File: src/rtl/imm_addr_arbiter.sv
// ---------------------------------------------------------------------------
// imm_addr_arbiter
//
// Shares a single 21-to-32 bit sign-extender and 32-bit address adder between
// two requesters:
//   requester 0 : branch/jump target path (PC + offset)
//   requester 1 : load/store effective-address path (register + offset)
//
// The winner of a round-robin arbitration has its base + sext(imm) computed
// and written into a one-entry output register, tagged with its source. The
// output register drains and refills in the same cycle, so a continuously
// ready consumer sees one result per cycle.
//
// Ports:
//   clk, rst               clock and synchronous active-high reset
//   req0_valid/ready       handshake for requester 0
//   req0_base, req0_imm    operands for requester 0
//   req1_valid/ready       handshake for requester 1
//   req1_base, req1_imm    operands for requester 1
//   res_valid/ready        handshake for the result consumer
//   res_addr               registered base + sext(imm), wraps modulo 2^DATA_W
//   res_src                0 = result from requester 0, 1 = from requester 1
// ---------------------------------------------------------------------------
module imm_addr_arbiter #(
    parameter int IMM_W  = 21,
    parameter int DATA_W = 32
) (
    input  logic              clk,
    input  logic              rst,

    input  logic              req0_valid,
    output logic              req0_ready,
    input  logic [DATA_W-1:0] req0_base,
    input  logic [IMM_W-1:0]  req0_imm,

    input  logic              req1_valid,
    output logic              req1_ready,
    input  logic [DATA_W-1:0] req1_base,
    input  logic [IMM_W-1:0]  req1_imm,

    output logic              res_valid,
    input  logic              res_ready,
    output logic [DATA_W-1:0] res_addr,
    output logic              res_src
);

    // Output register occupancy
    typedef enum logic {
        EMPTY = 1'b0,
        FULL  = 1'b1
    } state_t;

    state_t            state;
    logic              last_grant;

    logic              slot_free;
    logic              grant0;
    logic              grant1;
    logic              any_grant;
    logic [DATA_W-1:0] sel_base;
    logic [IMM_W-1:0]  sel_imm;
    logic [DATA_W-1:0] sext_imm;
    logic [DATA_W-1:0] sum;

    // The slot can accept a new operand pair when it is empty, or when the
    // held result leaves in this same cycle. Reset blocks any acceptance so
    // nothing is handshaken during the reset cycle.
    always_comb begin
        slot_free = 1'b0;
        if (!rst) begin
            slot_free = (state == EMPTY) || res_ready;
        end
    end

    // Round-robin arbitration: a lone requester always wins; under contention
    // the requester that did not win last time gets the slot.
    always_comb begin
        grant0 = 1'b0;
        grant1 = 1'b0;
        if (slot_free) begin
            if (req0_valid && req1_valid) begin
                grant0 = last_grant;
                grant1 = !last_grant;
            end else begin
                grant0 = req0_valid;
                grant1 = req1_valid;
            end
        end
    end

    assign any_grant  = grant0 || grant1;
    assign req0_ready = grant0;
    assign req1_ready = grant1;

    // One shared sign-extend + add, fed by the granted requester's operands.
    always_comb begin
        sel_base = req0_base;
        sel_imm  = req0_imm;
        if (grant1) begin
            sel_base = req1_base;
            sel_imm  = req1_imm;
        end
    end

    assign sext_imm = {{(DATA_W-IMM_W){sel_imm[IMM_W-1]}}, sel_imm};
    assign sum      = sel_base + sext_imm;

    // Occupancy FSM and output register. A transfer always lands in the slot
    // (whether it was empty or draining). Without a transfer a drain empties
    // the slot but leaves the last address/source visible. The fairness
    // pointer only moves on a transfer, so idle cycles do not bias it.
    always_ff @(posedge clk) begin
        if (rst) begin
            state      <= EMPTY;
            res_addr   <= '0;
            res_src    <= 1'b0;
            last_grant <= 1'b1;
        end else begin
            if (any_grant) begin
                state      <= FULL;
                res_addr   <= sum;
                res_src    <= grant1;
                last_grant <= grant1;
            end else if ((state == FULL) && res_ready) begin
                state <= EMPTY;
            end
        end
    end

    assign res_valid = (state == FULL);

endmodule

File: config.mk
export PLATFORM = sky130hd
export DESIGN_NAME = imm_addr_arbiter
export DESIGN_NICKNAME = d
export VERILOG_FILES = /design/src/rtl/imm_addr_arbiter.sv
export SDC_FILE = /design/constraint.sdc
export NUM_CORES = 1
export LEC_CHECK = 0
export ABC_AREA = 1
export BUFFER_PORTS_ARGS = -buffer_cell sky130_fd_sc_hd__clkbuf_2
export CAP_MARGIN = 25
export CORE_MARGIN = 4
export CORE_UTILIZATION = 47
export CTS_CLUSTER_DIAMETER = 50
export DETAILED_ROUTE_END_ITERATION = 10
export PLACE_DENSITY_LB_ADDON = 0.1
export SYNTH_ARGS = -nofsm -noshare
export SYNTH_HDL_FRONTEND = slang
export SYNTH_SLANG_ARGS = --single-unit
File: constraint.sdc
create_clock -name clk -period 3 [get_ports clk]
set_input_delay 0.9 -clock clk [delete_from_list [all_inputs] [get_ports clk]]
set_output_delay 0.9 -clock clk [all_outputs]
set_load 0.02 [all_outputs]
# Word-level counts from Yosys, hierarchy flattened
# Index checks and enable logic that the tools add are counted.
# classes
n_addsub	1
multipliers	0
div_mod_pow	0
order_cmp	0
n_eq_ne	0
n_shift	0
muxes	9
bitwise	1
n_reduce_logical	6
# ops
operator	n
$add A32 B32 Y32	1
$mux W32	1
$mux W21	1
$mux W1	7
$logic_and A1 B1 Y1	2
$logic_or A1 B1 Y1	2
$reduce_bool A2 Y1	1
$logic_not A1 Y1	1
$not A1 Y1	1
# word_totals
regBits	35
latchBits	0
ram_bits	0
mem_bits_ro	0
input_bits	111
output_inout_bits	36
wordCells	21
mem_count	0

# Depth between registers and ports, before layout
# Gate-level depths: netlist of the first run.
# depth
ltp_word	6
ltp_mapped	20
mapped_depth_nobuf	19

# Worst setup path after synthesis of the first run
# Ideal clock, no wire load.
# synth_path
path_type	in2reg
from	in res_ready
to	reg res_addr[20]
setup_ns	0.109
arrival_time_ns	3.065
path_slack_ns	-0.174
cell_stages	19
path_buffers	2
path_cell_list	inv_1 a21oi_4 nand2_2 buf_6 clkbuf_1 nand2_1 nand2_1 ha_1 fa_1 nand3_1 nand3_1 nand3_1 nand3_1 nand3_1 nand2_1 nand2_1 nand3_1 nand2_1 inv_1
# synth_between
elab_chain_len	5
# synth_rtl
element	line	text
from (decl)	42	input logic res_ready,
$logic_or A1 B1 Y1 (*)	71	slot_free = (state == EMPTY) || res_ready;
$mux W1 (*)	70	if (!rst) begin
$mux W1	80	if (slot_free) begin
$mux W32 or $mux W21 (tied branches)	99	if (grant1) begin
$add A32 B32 Y32	106	assign sum = sel_base + sext_imm;
to (signal assigned)	121	res_addr <= sum;
to (decl)	43	output logic [DATA_W-1:0] res_addr,
# Every way passes the cells marked *; elsewhere a longest branch is shown, timed or not.
# A chain may end at the register's enable or synchronous reset.

# Worst setup path after layout of the first run
# layout_path
from	in req1_valid
to	reg res_addr[24]
# layout_between
elab_chain_len	5
# layout_rtl
element	line	text
from (decl)	36	input logic req1_valid,
$logic_and A1 B1 Y1	81	if (req0_valid && req1_valid) begin
$mux W1	81	
$mux W1	80	
$mux W32 or $mux W21 (tied branches)	99	
$add A32 B32 Y32	106	
# Several ways; a longest one is shown, not always the timed one.

==> qor.txt, run 1 <==
OUTCOME
---------------------------------------------------------------------------------
Outcome ............................................................ finished, final reports clean

FLOORPLANNING
---------------------------------------------------------------------------------
Initial cell density of the core ...................................        48.0%
Row count ..........................................................           35
Die span in y ......................................................       105 um
Core Box Area ......................................................    9200 um^2
Die Footprint ......................................................  11,000 um^2
Die Width ..........................................................       105 um
Ports placed on the boundary .......................................          147

SYNTH
---------------------------------------------------------------------------------
Fraction of the yosys area taken by sequential cells ...............        15.9%
Number of flops mapped to enable cells by yosys ....................            0
Post-synth top flop ................................................ sky130_fd_sc_hd__dfxtp_1
Unique cell type count in the Yosys netlist ........................           29
Cell area after technology mapping .................................    4420 um^2
Ys async rst share .................................................           0%
Number of synthesized register bits ................................           35
Warnings, synthesis ................................................            0
Count of mapped cells out of synthesis .............................          861
Post-synthesis area per instance ...................................    5.13 um^2
Synth Net Count ....................................................        1,004

JOB
---------------------------------------------------------------------------------
Number of max-capacitance violations reported ......................            0

CTS
---------------------------------------------------------------------------------
CTS hold repair buffers ............................................            0
CTS tree ...........................................................          yes
Source-to-sink clock delay at the later pin of the worst-skew pair .      0.28 ns
CTS Buf Count ......................................................            5
Clock-pin transition on the worst setup and hold timing paths ......      0.07 ns
Clock Sink Count ...................................................           35
CTS max path bufs ..................................................            2
Clock Tree Root .................................................... sky130_fd_sc_hd__clkbuf_8
Total number of H-tree levels ......................................            2

STA
---------------------------------------------------------------------------------
Worst max-slew margin expressed relative to the limit ..............        75.5%
Final setup skew ...................................................   0.00126 ns
Final Hold Viols ...................................................            0
Setup repair after global routing missed its margin ................          yes
FMAX ...............................................................      341 MHz
Setup violation total in the final timing report ...................            0
Part of the cycle the worst path needs .............................        97.6%
Max-slew violation count ...........................................            0
Worst-Margin Slew ..................................................     0.367 ns
Min cycle time layout ..............................................      2.93 ns
Setup_tns ..........................................................         0 ns

DRT
---------------------------------------------------------------------------------
Count of unresolved DRC violations after routing ...................            0
Number of nets still failing antenna checks after routing ..........            0
Number of DRC markers after the initial detailed-route iteration ...          308
Wire length per cell after detailed routing ........................      11.9 um
Overall routed net length ..........................................    14,100 um
First-pass DRT Iterations ..........................................            5
DR vias/cell .......................................................         4.68
Via total after detailed routing ...................................        5,510

GLOBAL ROUTING
---------------------------------------------------------------------------------
Global router's overall resource usage .............................        23.4%
Total congestion overflow ..........................................            0
Wire length of the first global-routing pass .......................    21,900 um
Largest net degree at the start of global routing ..................           49
Initial antenna violation count ....................................            0
Number of global-route vias before repair ..........................        4,883

PLACEMENT
---------------------------------------------------------------------------------
Final Wtd Congestion ...............................................        0.931
Buffers added on ports .............................................          146
HPWL Detailed ......................................................    10,900 um

SETUP PATH
---------------------------------------------------------------------------------
Largest fanout of any net on the critical path .....................           13
Endpoint class of the critical path ................................     register
Req. time, crit path ...............................................      3.18 ns
Critical setup path kind ........................................... input port to register
Type of origin of the critical path ................................   input port
Worst path arrival time ............................................      3.11 ns

PWR
---------------------------------------------------------------------------------
Static Leakage .....................................................      3.98 nW
Power Total ........................................................    0.00249 W
Worst IR drop on VDD ...............................................       245 uV
Total power density per cell area ..................................  391 nW/um^2

CELLS AND AREA
---------------------------------------------------------------------------------
Final Net Count ....................................................        1,209
Growth of design area from synthesis to finish .....................        44.0%
Most frequent cells in the layout .................................. sky130_fd_sc_hd__nand2_1 (386), sky130_fd_sc_hd__clkbuf_2 (146), sky130_fd_sc_hd__inv_1 (144)
Proportion of layout cells with a drive suffix above 1 .............        28.6%
Number of diodes added for antenna fixing ..........................            0
Most common cell after layout, fill and taps aside ................. sky130_fd_sc_hd__nand2_1

WORST HOLD PATH
---------------------------------------------------------------------------------
Worst min-delay path category ...................................... register to register

## worst paths after layout
check	from	end	depth (start not counted)	slack, ns
worst max-delay path	req1_valid	res_addr[24]$_SDFFE_PP0P_	17	0.07
worst min-delay path	res_src$_SDFFE_PP0P_	res_src$_SDFFE_PP0P_	2	0.47
worst max register to register	res_valid$_SDFFE_PP0P_	res_addr[24]$_SDFFE_PP0P_	16	0.46
worst min register to register	res_src$_SDFFE_PP0P_	res_src$_SDFFE_PP0P_	2	0.47
## report_power, final
| part | leakage [nW] | switching (W) | internal, W |
|---|---|---|---|
| Clock | 0.0612 | 0.000164 | 0.000269 |
| Combinational | 3.63 | 0.000858 | 0.000644 |
| Sequential | 0.290 | 0.0000306 | 0.000520 |
| Total | 3.98 | 0.00105 | 0.00143 |
## layout make-up
| cell class | count | area, um^2 |
|---|---|---|
| fill | 869 | 2830 |
| multi-input combinational | 659 | 3450 |
| inverter | 147 | 567 |
| sequential | 35 | 701 |
| timing repair buffer | 218 | 1390 |
| clock inverter | 2 | 35.0 |
| tap | 111 | 139 |
| clock buffer | 6 | 82.6 |
## stage by stage
stage	setup WS (ns)	std cells	hold WS [ns]	area [um^2]	utilization [%]
after global routing	-0.0961	1178	0.539	6360	69.2
after CTS	0.0570	1172	0.472	5870	63.9
final	0.0712	1178	0.472	6360	69.2
after detailed placement	-0.231	1164	0.460	5760	62.6
after floorplan	0.0204	861	0.537	4460	-
after global placement	-0.203	1164	0.450	5760	62.6
## cells in the mapped netlist, types with 4 or more instances
master	count	share of area, %
sky130_fd_sc_hd__nand2_1	406	34
sky130_fd_sc_hd__inv_1	145	12
sky130_fd_sc_hd__nor2_1	98	8.3
sky130_fd_sc_hd__nand3_1	44	5.0
sky130_fd_sc_hd__dfxtp_1	35	16
sky130_fd_sc_hd__ha_1	31	8.8
sky130_fd_sc_hd__a21oi_1	26	2.9
sky130_fd_sc_hd__o21ai_1	10	1.1
sky130_fd_sc_hd__xor2_1	10	2.0
sky130_fd_sc_hd__clkbuf_1	8	0.68
sky130_fd_sc_hd__o21ai_0	7	0.79
sky130_fd_sc_hd__buf_2	5	0.57
sky130_fd_sc_hd__buf_6	4	1.0
sky130_fd_sc_hd__o21bai_1	4	0.68
sky130_fd_sc_hd__xnor2_1	4	0.79
## per-layer routing
metal	global-route usage (%)	vias to the layer above	share of wire, %
met5	0	-	0
met3	2.84	7	6.6
li1	-	2976	-
met4	4.03	0	0.68
met2	35.5	175	43
met1	35.6	2352	49
## cells by family (layout without fill, tap and decap cells)
kind of cell,after synthesis,in the layout,synth area share (%)
AND/OR/NAND/NOR,560,560,49.6
buffers and inverters,167,373,15.3
AO/OA/AOI/OAI,53,53,7.22
XOR/XNOR,14,14,2.78
adder cells (fa/ha/maj),32,32,9.23
flip-flops,35,35,15.9
## critical path, stage by stage
cell and delay (ns):
sky130_fd_sc_hd__clkbuf_2 0.09, sky130_fd_sc_hd__a21boi_4 0.14, sky130_fd_sc_hd__nand2_4 0.19, sky130_fd_sc_hd__clkinv_8 0.11, sky130_fd_sc_hd__clkbuf_16 0.18, sky130_fd_sc_hd__nand2_1 0.06, sky130_fd_sc_hd__nand2_1 0.05, sky130_fd_sc_hd__ha_1 0.38
sky130_fd_sc_hd__nand2_1 0.17, sky130_fd_sc_hd__nor2_1 0.25, sky130_fd_sc_hd__nand2_1 0.12, sky130_fd_sc_hd__nor2_1 0.12, sky130_fd_sc_hd__nand2_1 0.07, sky130_fd_sc_hd__nand4_1 0.09, sky130_fd_sc_hd__nand3_1 0.07, sky130_fd_sc_hd__nand2_1 0.07
sky130_fd_sc_hd__inv_1 0.03
## state kept, by name (all words and copies together) (netlist names)
signal	flops
res_valid	1
last_grant	1
res_src	1
res_addr	32
## repair_timing
action / in CTS / in global routing
gates resized for setup: 0 / 76
setup buffers: 0 / 2
setup endpoints to repair: 0 / 22
No activity file was read; power rests on OpenSTA's default activity.
==> run 2: changes to the inputs <==
Settings changed: ABC_AREA 1 to default, CORE_UTILIZATION 47 to 44.
==> run 2 against run 1 <==
The run now ends with setup timing left. Flip-flop and latch count unchanged. Utilization rose by 9.7 points. Sequential power is 4.4% higher. Wire length is 14% lower. Critical path depth is 1 lower. Non-clock buffer count rose by 41. Total power fell by 4.5%. Area after synthesis down 23%. Die area shrank 16%. Count of clock-buffer cells in the layout stayed put. Cell count fell by 35%.
==> qor.txt, run 2 <==
FLOORPLANNING
---------------------------------------------------------------------------------
Die Width ..........................................................      95.9 um
Die span in y ......................................................      95.9 um
Core Box Area ......................................................    7370 um^2
Ports placed on the boundary .......................................          147
Die Footprint ......................................................    9200 um^2
Row count ..........................................................           31
Initial cell density of the core ...................................        46.1%

SETUP PATH
---------------------------------------------------------------------------------
Largest fanout of any net on the critical path .....................            6
Req. time, crit path ...............................................      3.18 ns
Critical setup path kind ........................................... input port to register
Worst path arrival time ............................................      4.00 ns
Endpoint class of the critical path ................................     register
Type of origin of the critical path ................................   input port

SYNTH
---------------------------------------------------------------------------------
Number of flops mapped to enable cells by yosys ....................            0
Fraction of the yosys area taken by sequential cells ...............        20.6%
Synth Net Count ....................................................          564
Commonest cells post-synth ......................................... sky130_fd_sc_hd__mux2_2 (51), sky130_fd_sc_hd__a21oi_1 (48), sky130_fd_sc_hd__nand2_1 (47)
Largest area contributor in the netlist ............................ sky130_fd_sc_hd__dfxtp_1
Cell area after technology mapping .................................    3400 um^2
Warnings, synthesis ................................................            0
Post-synth top flop ................................................ sky130_fd_sc_hd__dfxtp_1
Leading cell type by number of instances after synthesis ........... sky130_fd_sc_hd__mux2_2
Leading post-synthesis cells by cell area .......................... sky130_fd_sc_hd__dfxtp_1 (21%), sky130_fd_sc_hd__mux2_2 (17%), sky130_fd_sc_hd__ha_1 (11%), sky130_fd_sc_hd__a21oi_1 (7.1%), sky130_fd_sc_hd__nand2_1 (5.2%)
Number of synthesized register bits ................................           35
Count of mapped cells out of synthesis .............................          421
Unique cell type count in the Yosys netlist ........................           50
Post-synthesis area per instance ...................................    8.08 um^2
Share of the synthesized area in the top cell type .................        20.6%
Ys async rst share .................................................           0%

CTS
---------------------------------------------------------------------------------
Clock Sink Count ...................................................           35
CTS tree ...........................................................          yes
Source-to-sink clock delay at the later pin of the worst-skew pair .      0.30 ns
CTS Buf Count ......................................................            5
CTS hold repair buffers ............................................            0
Clock Tree Root .................................................... sky130_fd_sc_hd__clkbuf_8
Total number of H-tree levels ......................................            2
Clock-pin transition on the worst setup and hold timing paths ......      0.07 ns
CTS max path bufs ..................................................            2

STA
---------------------------------------------------------------------------------
Part of the cycle the worst path needs .............................         127%
Worst-Margin Slew ..................................................     0.430 ns
Worst max-slew margin expressed relative to the limit ..............        71.3%
Worst setup margin .................................................    -0.819 ns
Setup_tns ..........................................................    -16.17 ns
Setup violation total in the final timing report ...................           28
Setup repair after global routing missed its margin ................          yes
Max-slew violation count ...........................................            0
Min cycle time layout ..............................................      3.82 ns
Final Hold Viols ...................................................            0
FMAX ...............................................................      262 MHz
Final setup skew ...................................................    0.0111 ns

PLACEMENT
---------------------------------------------------------------------------------
Count of placed standard cells including taps ......................          747
Buffers added on ports .............................................          146
Final Wtd Congestion ...............................................        0.913
HPWL Detailed ......................................................      8940 um

CELLS AND AREA
---------------------------------------------------------------------------------
Count of filler cells inserted in the layout .......................          535
Proportion of layout cells with a drive suffix above 1 .............        58.7%
Finished Layout Cells ..............................................          767
Final Net Count ....................................................          811
Most common cell after layout, fill and taps aside ................. sky130_fd_sc_hd__clkbuf_2
Growth of design area from synthesis to finish .....................        70.9%
Flip-flop count of the largest register after layout ...............           32
Most frequent cells in the layout .................................. sky130_fd_sc_hd__clkbuf_2 (145), sky130_fd_sc_hd__buf_4 (101), sky130_fd_sc_hd__nand2_1 (46)
Number of diodes added for antenna fixing ..........................            0
Reg with most FFs ..................................................     res_addr

PWR
---------------------------------------------------------------------------------
Static Leakage .....................................................      2.69 nW
Worst IR drop on VDD ...............................................       246 uV
Total power density per cell area ..................................  409 nW/um^2

GLOBAL ROUTING
---------------------------------------------------------------------------------
GRT Max-Usage Layer ................................................         met2
Initial antenna violation count ....................................            0
Met1 GRT Util ......................................................        30.9%
Total congestion overflow ..........................................            0
Global router's overall resource usage .............................        24.9%
Met3 routing resource usage after global routing ...................        4.46%
Number of global-route vias before repair ..........................        4,082
Largest net degree at the start of global routing ..................           41
Wire length of the first global-routing pass .......................    18,300 um
Global routing met2 resource utilization ...........................        43.1%

OUTCOME
---------------------------------------------------------------------------------
Outcome ............................................................ complete, but fails checks
Failing checks ..................................................... setup timing

DRT
---------------------------------------------------------------------------------
Number of nets still failing antenna checks after routing ..........            0
Overall routed net length ..........................................    12,100 um
Wire length per cell after detailed routing ........................      15.7 um
Count of unresolved DRC violations after routing ...................            0
DR vias/cell .......................................................         5.44
First-pass DRT Iterations ..........................................            4
Via total after detailed routing ...................................        4,174
Number of DRC markers after the initial detailed-route iteration ...          185

WORST HOLD PATH
---------------------------------------------------------------------------------
Worst min-delay path category ...................................... register to register

JOB
---------------------------------------------------------------------------------
Number of max-capacitance violations reported ......................            0

==> run 2: what timing repair did <==
item / 4_1_cts / 5_1_grt
pin swaps: 9 / 37
gates cloned: 1 / 1
gates resized for setup: 36 / 59
buffers inserted: 4 / 8
hold endpoints to repair: 0 / 0
endpoints found under the setup margin: 28 / 29
==> run 2: cell families (layout without fill, tap and decap cells) <==
group	Yosys count	after routing	synth area share, %
compound gates	123	123	22.6
xor+xnor	22	22	5.67
fa+ha+maj	32	32	12.0
buf+inv	27	274	3.02
flops	35	35	20.6
mux	54	54	17.8
simple gates	128	128	18.3
==> run 2: path summary, 6_finish.rpt <==
path,from,to,slack (ns),cells past startpoint
worst max-delay path,res_ready,res_addr[24]$_SDFFE_PP0P_,-0.82,16
worst min-delay path,res_addr[3]$_SDFFE_PP0P_,res_addr[3]$_SDFFE_PP0P_,0.47,2
worst max register to register,res_valid$_SDFFE_PP0P_,res_addr[24]$_SDFFE_PP0P_,-0.45,15
worst min register to register,res_addr[3]$_SDFFE_PP0P_,res_addr[3]$_SDFFE_PP0P_,0.47,2
==> run 2: final cells by class <==
cell class | count | area, um^2 | share of cell area [%]
flip-flops and latches | 35 | 701 | 12.1
clock buffers | 6 | 82.6 | 1.42
inverters | 8 | 30.0 | 0.517
well taps | 99 | 124 | 2.13
clock inverters | 1 | 5.00 | 0.0861
repair buffers | 259 | 1700 | 29.2
multi-input cells | 359 | 3170 | 54.6
==> run 2: worst max-delay path, stage by stage <==
cell	delay, ns
sky130_fd_sc_hd__buf_6	0.07
sky130_fd_sc_hd__nand2b_4	0.10
sky130_fd_sc_hd__nor2b_4	0.13
sky130_fd_sc_hd__and3_4	0.28
sky130_fd_sc_hd__buf_12	0.15
sky130_fd_sc_hd__mux2_4	0.31
sky130_fd_sc_hd__ha_4	0.17
sky130_fd_sc_hd__fa_2	0.38
sky130_fd_sc_hd__a211oi_4	0.28
sky130_fd_sc_hd__o21bai_2	0.10
sky130_fd_sc_hd__and3_4	0.19
sky130_fd_sc_hd__o2111ai_4	0.21
sky130_fd_sc_hd__and4b_2	0.33
sky130_fd_sc_hd__o31ai_2	0.10
sky130_fd_sc_hd__xnor2_1	0.20
sky130_fd_sc_hd__o21ai_1	0.08
==> run 2: per-stage QoR <==
stage	util, %	power (W)	area [um^2]	hold WS [ns]	worst slack (ns)
floorplan	-	0.00128	3560	0.530	-0.901
global placement	69.2	0.00175	5100	0.445	-1.11
detailed placement	69.2	0.00178	5100	0.454	-1.18
CTS	74.0	0.00223	5450	0.463	-0.787
global route	78.9	0.00252	5810	0.492	-0.892
finish	78.9	0.00237	5810	0.466	-0.819
==> run 2: routing by layer <==
metal,vias to the layer above,wire length [um],part of all wire (%)
met4,0,329,2.7
met1,1936,4990,41
li1,2041,-,-
met3,31,815,6.8
met5,-,0,0
met2,166,5920,49
==> run 2: power breakdown <==
part	internal, W	total, W	switching, W
Combinational	0.000727	0.00143	0.000700
Clock	0.000181	0.000373	0.000192
Sequential	0.000534	0.000575	0.0000405
Total	0.00144	0.00237	0.000933
